<file path="config.mk">
export PLATFORM = sky130hd
export DESIGN_NAME = branch_pc_unit_flat
export DESIGN_NICKNAME = d
export VERILOG_FILES = /design/src/rtl/branch_pc_unit_pkg.sv /design/src/rtl/branch_pc_unit_if.sv /design/src/rtl/branch_pc_unit_lut.sv /design/src/rtl/branch_pc_unit.sv /design/src/flat_wrapper.sv
export SDC_FILE = /design/constraint.sdc
export NUM_CORES = 1
export LEC_CHECK = 0
export BUFFER_PORTS_ARGS = -buffer_cell sky130_fd_sc_hd__buf_4
export CORE_ASPECT_RATIO = 1.75
export CORE_MARGIN = 10
export CORE_UTILIZATION = 38
export CTS_CLUSTER_DIAMETER = 40
export DETAILED_ROUTE_END_ITERATION = 10
export PLACE_DENSITY = 0.57
export SYNTH_ARGS = -nofsm -noshare
export SYNTH_HDL_FRONTEND = slang
export SYNTH_SLANG_ARGS = --single-unit
</file>
<file path="constraint.sdc">
create_clock -name Clk -period 2.9 [get_ports Clk]
set_input_delay 0 -clock Clk [delete_from_list [all_inputs] [get_ports Clk]]
set_output_delay 0 -clock Clk [all_outputs]
set_load 0.01 [all_outputs]
</file>
<file path="src/rtl/branch_pc_unit_pkg.sv">
// Shared definitions for the branch/PC unit.
//   pc_state_t : sequencing state of the PC unit
//   br_cond_t  : branch condition encoding carried in the instruction
//   cond_met() : evaluates a branch condition against the registered flags
package branch_pc_unit_pkg;

  localparam int PC_W_DEFAULT   = 10;
  localparam int LUT_AW_DEFAULT = 5;

  typedef enum logic [1:0] {
    IDLE   = 2'd0,
    RUN    = 2'd1,
    HALTED = 2'd2
  } pc_state_t;

  typedef enum logic [1:0] {
    BR_ALW = 2'b00,
    BR_EQ  = 2'b01,
    BR_NE  = 2'b10,
    BR_LT  = 2'b11
  } br_cond_t;

  function automatic logic cond_met(br_cond_t cond, logic zflag, logic nflag);
    logic met;
    case (cond)
      BR_ALW:  met = 1'b1;
      BR_EQ:   met = zflag;
      BR_NE:   met = ~zflag;
      BR_LT:   met = nflag;
      default: met = 1'b0;
    endcase
    return met;
  endfunction

endpackage

</file>
<file path="src/rtl/branch_pc_unit_if.sv">
// Control/status bundle for branch_pc_unit.
//   master : instruction decode / loader side (drives control and LUT writes)
//   slave  : the PC unit (returns PC, Taken, flags and Done)
interface branch_pc_unit_if
  import branch_pc_unit_pkg::*;
#(
  parameter int PC_W   = PC_W_DEFAULT,
  parameter int LUT_AW = LUT_AW_DEFAULT
);

  logic              Start;
  logic [PC_W-1:0]   StartAddr;
  logic              FlagWrite;
  logic              ZeroIn;
  logic              NegIn;
  logic              Branch;
  logic [1:0]        BrCond;
  logic [LUT_AW-1:0] BrIdx;
  logic              Halt;
  logic              LutWe;
  logic [LUT_AW-1:0] LutAddr;
  logic [PC_W-1:0]   LutData;
  logic [PC_W-1:0]   PC;
  logic              Taken;
  logic              ZFlag;
  logic              NFlag;
  logic              Done;

  modport master (
    output Start, StartAddr, FlagWrite, ZeroIn, NegIn, Branch, BrCond, BrIdx,
           Halt, LutWe, LutAddr, LutData,
    input  PC, Taken, ZFlag, NFlag, Done
  );

  modport slave (
    input  Start, StartAddr, FlagWrite, ZeroIn, NegIn, Branch, BrCond, BrIdx,
           Halt, LutWe, LutAddr, LutData,
    output PC, Taken, ZFlag, NFlag, Done
  );

endinterface

</file>
<file path="src/rtl/branch_pc_unit_lut.sv">
// Branch-target lookup table: 2**LUT_AW entries of PC_W bits.
//   clk   : write clock
//   we    : write enable, waddr/wdata written on the rising edge
//   raddr : asynchronous read index, rdata returns the pre-edge contents
// Contents are deliberately not reset.
module branch_lut #(
  parameter int PC_W   = 10,
  parameter int LUT_AW = 5
) (
  input  logic              clk,
  input  logic              we,
  input  logic [LUT_AW-1:0] waddr,
  input  logic [PC_W-1:0]   wdata,
  input  logic [LUT_AW-1:0] raddr,
  output logic [PC_W-1:0]   rdata
);

  logic [PC_W-1:0] mem [2**LUT_AW];

  always_ff @(posedge clk) begin
    if (we) mem[waddr] <= wdata;
  end

  assign rdata = mem[raddr];

endmodule

</file>
<file path="src/rtl/branch_pc_unit.sv">
// Program-counter sequencer with flag-conditioned branches through a target LUT.
//   Clk, Reset : clock and asynchronous active-high reset
//   bus        : slave side of branch_pc_unit_if
//                inputs  Start/StartAddr, FlagWrite/ZeroIn/NegIn,
//                        Branch/BrCond/BrIdx, Halt, LutWe/LutAddr/LutData
//                outputs PC, Taken (combinational), ZFlag, NFlag, Done
module branch_pc_unit
  import branch_pc_unit_pkg::*;
#(
  parameter int PC_W   = PC_W_DEFAULT,
  parameter int LUT_AW = LUT_AW_DEFAULT
) (
  input  logic       Clk,
  input  logic       Reset,
  branch_pc_unit_if.slave bus
);

  pc_state_t       state_q, state_d;
  logic [PC_W-1:0] pc_q, pc_d;
  logic            zflag_q, zflag_d;
  logic            nflag_q, nflag_d;
  logic            done_q, done_d;
  logic            taken;
  logic [PC_W-1:0] lut_rdata;

  branch_lut #(
    .PC_W   (PC_W),
    .LUT_AW (LUT_AW)
  ) u_lut (
    .clk   (Clk),
    .we    (bus.LutWe),
    .waddr (bus.LutAddr),
    .wdata (bus.LutData),
    .raddr (bus.BrIdx),
    .rdata (lut_rdata)
  );

  // Only the registered flags feed the condition, so a compare and a branch
  // in the same cycle resolve against the previous compare result.
  assign taken = (state_q == RUN) && bus.Branch
                 && cond_met(br_cond_t'(bus.BrCond), zflag_q, nflag_q);

  always_comb begin
    state_d = state_q;
    pc_d    = pc_q;
    zflag_d = zflag_q;
    nflag_d = nflag_q;

    if (state_q == RUN && bus.FlagWrite) begin
      zflag_d = bus.ZeroIn;
      nflag_d = bus.NegIn;
    end

    if (bus.Start) begin
      state_d = RUN;
      pc_d    = bus.StartAddr;
    end else if (state_q == RUN) begin
      if (bus.Halt) begin
        state_d = HALTED;
      end else if (taken) begin
        pc_d = lut_rdata;
      end else begin
        pc_d = pc_q + PC_W'(1);
      end
    end

    done_d = (state_d == HALTED);
  end

  always_ff @(posedge Clk or posedge Reset) begin
    if (Reset) begin
      state_q <= IDLE;
      pc_q    <= '0;
      zflag_q <= 1'b0;
      nflag_q <= 1'b0;
      done_q  <= 1'b0;
    end else begin
      state_q <= state_d;
      pc_q    <= pc_d;
      zflag_q <= zflag_d;
      nflag_q <= nflag_d;
      done_q  <= done_d;
    end
  end

  assign bus.PC    = pc_q;
  assign bus.Taken = taken;
  assign bus.ZFlag = zflag_q;
  assign bus.NFlag = nflag_q;
  assign bus.Done  = done_q;

endmodule

</file>
<file path="src/flat_wrapper.sv">
// flat-port wrapper written by rule: the top's interface ports become plain ports
module branch_pc_unit_flat import branch_pc_unit_pkg::*;
#(
  parameter int PC_W   = PC_W_DEFAULT,
  parameter int LUT_AW = LUT_AW_DEFAULT
)
  (Clk, Reset, bus_Start, bus_StartAddr, bus_FlagWrite, bus_ZeroIn, bus_NegIn, bus_Branch, bus_BrCond, bus_BrIdx, bus_Halt, bus_LutWe, bus_LutAddr, bus_LutData, bus_PC, bus_Taken, bus_ZFlag, bus_NFlag, bus_Done);
  branch_pc_unit_if #(.PC_W(PC_W), .LUT_AW(LUT_AW)) bus_i ();
  input  logic Clk;
  input  logic Reset;
  input wire logic [$bits(bus_i.Start)-1:0] bus_Start;
  input wire logic [$bits(bus_i.StartAddr)-1:0] bus_StartAddr;
  input wire logic [$bits(bus_i.FlagWrite)-1:0] bus_FlagWrite;
  input wire logic [$bits(bus_i.ZeroIn)-1:0] bus_ZeroIn;
  input wire logic [$bits(bus_i.NegIn)-1:0] bus_NegIn;
  input wire logic [$bits(bus_i.Branch)-1:0] bus_Branch;
  input wire logic [$bits(bus_i.BrCond)-1:0] bus_BrCond;
  input wire logic [$bits(bus_i.BrIdx)-1:0] bus_BrIdx;
  input wire logic [$bits(bus_i.Halt)-1:0] bus_Halt;
  input wire logic [$bits(bus_i.LutWe)-1:0] bus_LutWe;
  input wire logic [$bits(bus_i.LutAddr)-1:0] bus_LutAddr;
  input wire logic [$bits(bus_i.LutData)-1:0] bus_LutData;
  output wire logic [$bits(bus_i.PC)-1:0] bus_PC;
  output wire logic [$bits(bus_i.Taken)-1:0] bus_Taken;
  output wire logic [$bits(bus_i.ZFlag)-1:0] bus_ZFlag;
  output wire logic [$bits(bus_i.NFlag)-1:0] bus_NFlag;
  output wire logic [$bits(bus_i.Done)-1:0] bus_Done;
  assign bus_i.Start = bus_Start;
  assign bus_i.StartAddr = bus_StartAddr;
  assign bus_i.FlagWrite = bus_FlagWrite;
  assign bus_i.ZeroIn = bus_ZeroIn;
  assign bus_i.NegIn = bus_NegIn;
  assign bus_i.Branch = bus_Branch;
  assign bus_i.BrCond = bus_BrCond;
  assign bus_i.BrIdx = bus_BrIdx;
  assign bus_i.Halt = bus_Halt;
  assign bus_i.LutWe = bus_LutWe;
  assign bus_i.LutAddr = bus_LutAddr;
  assign bus_i.LutData = bus_LutData;
  assign bus_PC = bus_i.PC;
  assign bus_Taken = bus_i.Taken;
  assign bus_ZFlag = bus_i.ZFlag;
  assign bus_NFlag = bus_i.NFlag;
  assign bus_Done = bus_i.Done;
  branch_pc_unit #(.PC_W(PC_W), .LUT_AW(LUT_AW)) u_core (.Clk(Clk), .Reset(Reset), .bus(bus_i));
endmodule
</file>
==> metrics.cfg <==
[sta]
max-slew-margin-rel_pct=54.7
fin_hold_ws_ns=0.0365
fin_setup_tns_ns=0
final-setup-viol-count=0
final.setup_skew_ns=0.0103
fmax_ghz=0.367
setup_repair_after_global_routing_missed_its_margin=no
timing.final.crit_period_ns=2.72
final_hold_viol_count=0
slew_viol_final=0
final_min_period_over_clock_period_pct=94.0
worst_pin_slew_ns=0.679

[clocking]
cts_setup_buffers=0
clock_tree.htree_level_count=2
worstSkewPairLatency_ns=0.51
ctsLongestPathBuffers=3
cts_tree=built
cts-buffers-inserted=34
clock_sinks=335
clockRootBuffer=sky130_fd_sc_hd__clkbuf_16
cts.clk_slew.worst_paths_ns=0.06

[floorplan]
floorplan.die.height_microns=268
floorplan.die.width_microns=162
design.core.area_sq_um=34700
io_pins=55
start_util_pct=38.6
dieArea_sq_um=43400
placementRows=90

[detailed_routing]
routed_wire_length_per_instance_microns=25.1
drcViolationCount=0
routed.top_layer=met4
met3_length_microns=1540
routed_length_on_met2_microns=18300
m1WireLength_microns=11700
route.vias.total=6946
drt.antenna.violating_nets=0
detailedRoute.firstPassIterationCount=5
drt_first_iter_violations=496
routed_via_density=5.36
route.final.wire_length_microns=32500

[synth]
synth_cells=674
ys_seq_area_share_pct=74.7
synth_flop_cell=sky130_fd_sc_hd__edfxtp_1
post_synth_and_or_nand_nor_area_fraction_pct=4.13
synthDominantAreaCellType=sky130_fd_sc_hd__edfxtp_1
synth_top_family_by_area=multiplexers
syn-cell-area_sq_um=13400
synthesis.area_per_instance_sq_um=19.8
ys_ff_latch=335
synth.area.mux_share_pct=16.0
synth_top_area_share_pct=71.9
synth_top_cells_by_area=sky130_fd_sc_hd__edfxtp_1, sky130_fd_sc_hd__mux4_2, sky130_fd_sc_hd__dfrtp_1, sky130_fd_sc_hd__mux2i_1, sky130_fd_sc_hd__nor2_1
yosysWarningCount=0
yosys.area_share.xor_xnor_pct=0.459
number_of_nets_produced_by_synthesis=716
synth_compound_area_share_pct=3.00
ys_types=42
synth-edff-count=320
synth_async_sr_flop_share_pct=4.48
synth_fa_ha_area_share_pct=0.0936

[status]
outcome=finished clean

[final_layout]
final_nets=853
layout_commonest_cell=sky130_fd_sc_hd__edfxtp_1
layout.filler_cells=2994
syn_to_final_growth_pct=19.3
final_layout_size_suffix_gt1_share_pct=28.6
antenna-diode-count=0
multi_input_comb_area_sq_um=3170
postLayoutCoreUtil_pct=46.0
final_cell_count_no_fill=1295
ff_latch_area_sq_um=9980
layout.cells.most_common_list=sky130_fd_sc_hd__edfxtp_1, sky130_fd_sc_hd__buf_4, sky130_fd_sc_hd__mux4_2

[power_and_ir_drop]
p_leak_uw=0.00529
power-per-cell-area_nw_per_um2=654
irDropWorstVdd_mv=0.336

[worst_setup_path]
path_max_fanout=16
reg2regPathDepth=9
crit_chain=and3_1 > o311ai_2 > buf_4 > and3_1 > nor3_1 > a21oi_1 > dlygate4sd3_1 > nor2_1 > dlygate4sd3_1
slowest_library_cell_on_the_worst_path=sky130_fd_sc_hd__dlygate4sd3_1
cp_data_arrival_time_ns=3.12
crit_path_end_kind=flop
crit_required_ns=3.29
timing.setup.critical_path_class=flop to flop
startpoint_type=flop
maximum_cell_stage_delay_along_the_critical_path_ns=0.57

[grt]
grt_antenna_before_repair=0
grt_util_all_layers_pct=15.0
grt_max_degree=36
grt_overflow_total=0
first_global_vias=7517
grt_pass1_wl_microns=48300

[placed_design]
dp_hpwl_microns=21600
placement.io_buffers=54
inst_count_dp=1200
place_congestion=0.857

[worst_hold_path]
min_delay_path_depth=3
holdCritPathClass=input port to flop

[flow_run]
timing.max_cap.violations=0

## kinds of logic (layout without fill, tap and decap cells)
kind of cell | count (synthesis) | in the layout
flip-flops | 335 | 335
buffers and inverters | 38 | 199
XOR/XNOR | 7 | 7
AO/OA/AOI/OAI | 60 | 60
AND/OR/NAND/NOR | 117 | 117
multiplexers | 116 | 116
adder cells (fa/ha/maj) | 1 | 1
## path summary, 6_finish.rpt
kind | start | end | slack (ns)
worst max register to register | u_core.bus.NFlag | u_core.bus.PC[0] | 0.18
max in group asynchronous | Reset | u_core.state_q[0] | 2.35
worst min register to register | u_core.state_q[0] | u_core.state_q[0] | 0.57
worst max-delay path | u_core.bus.NFlag | u_core.bus.PC[0] | 0.18
min in group asynchronous | Reset | u_core.bus.PC[9] | 0.14
worst min-delay path | bus_LutAddr[2] | u_core.u_lut.mem[3][9] | 0.04
## final cells by class
type	instances	area share, %
clock buffers	40	5.61
clock inverters	20	1.23
inverters	3	0.0706
multi-input cells	301	19.9
flip-flops and latches	335	62.6
well taps	460	3.61
repair buffers	136	7.05
## sequential cells by signal (all words and copies together), names as in the netlist
register,flops
u_core.bus.Done,1
u_core.bus.ZFlag,1
u_core.state_q,2
u_core.bus.PC,10
u_core.u_lut.mem,320
u_core.bus.NFlag,1
## power breakdown
group	switching [uW]	total, uW	internal [uW]
registers	53.9	5430	5380
clock network	1810	4240	2430
logic	413	763	349
total	2280	10400	8160
## per-layer routing
layer  up-vias  GRT usage [%]
li1       3036              -
met1      3650           16.6
met2       222           28.0
met3        38           2.42
met4         0           5.58
met5         -              0
## Yosys cell counts (2+ instances only)
| cell type | count |
|---|---|
| sky130_fd_sc_hd__edfxtp_1 | 320 |
| sky130_fd_sc_hd__mux4_2 | 77 |
| sky130_fd_sc_hd__nor2_1 | 55 |
| sky130_fd_sc_hd__mux2i_1 | 30 |
| sky130_fd_sc_hd__a21oi_1 | 19 |
| sky130_fd_sc_hd__nand2_1 | 17 |
| sky130_fd_sc_hd__dfrtp_1 | 15 |
| sky130_fd_sc_hd__buf_2 | 11 |
| sky130_fd_sc_hd__nor2b_1 | 11 |
| sky130_fd_sc_hd__clkbuf_1 | 10 |
| sky130_fd_sc_hd__mux2_2 | 9 |
| sky130_fd_sc_hd__a221oi_1 | 8 |
| sky130_fd_sc_hd__a31oi_1 | 7 |
| sky130_fd_sc_hd__buf_6 | 7 |
| sky130_fd_sc_hd__nand3_1 | 7 |
| sky130_fd_sc_hd__nand3b_1 | 7 |
| sky130_fd_sc_hd__nor3_1 | 7 |
| sky130_fd_sc_hd__buf_1 | 5 |
| sky130_fd_sc_hd__o221ai_1 | 5 |
| sky130_fd_sc_hd__xnor2_1 | 5 |
| sky130_fd_sc_hd__a211oi_1 | 4 |
| sky130_fd_sc_hd__o21ai_0 | 4 |
| sky130_fd_sc_hd__inv_1 | 3 |
| sky130_fd_sc_hd__nand2b_1 | 3 |
| sky130_fd_sc_hd__nor3b_1 | 3 |
| sky130_fd_sc_hd__o21ai_1 | 3 |
| sky130_fd_sc_hd__a221o_1 | 2 |
| sky130_fd_sc_hd__a22oi_1 | 2 |
| sky130_fd_sc_hd__and3_1 | 2 |
| sky130_fd_sc_hd__o22ai_1 | 2 |
| sky130_fd_sc_hd__or3b_2 | 2 |
| sky130_fd_sc_hd__xor2_1 | 2 |
## worst max-delay path, delay by kind of cell, from the launching register on
family | cells | cell delay, ns
and+or+nand+nor | 4 | 0.46
AOI/OAI and AO/OA | 2 | 0.39
DFF | 1 | 0.39
buffers and inverters | 3 | 1.38
## stage by stage
step / setup WS [ns] / area (sq um) / total power [uW]
finish: 0.175 / 16000 / 10400
global route: 0.0328 / 16000 / 10800
CTS: 0.158 / 16000 / 10500
detailed placement: 0.689 / 14500 / 6250
global placement: 0.687 / 14500 / 6230
floorplan: 1.08 / 13400 / 5920
## repair_timing
action	CTS	global route
resized for setup	0	0
setup endpoints to repair	0	0
endpoints found under the hold margin	350	0
hold buffers	35	0
Note: power is estimated with default switching activity, not from simulation.
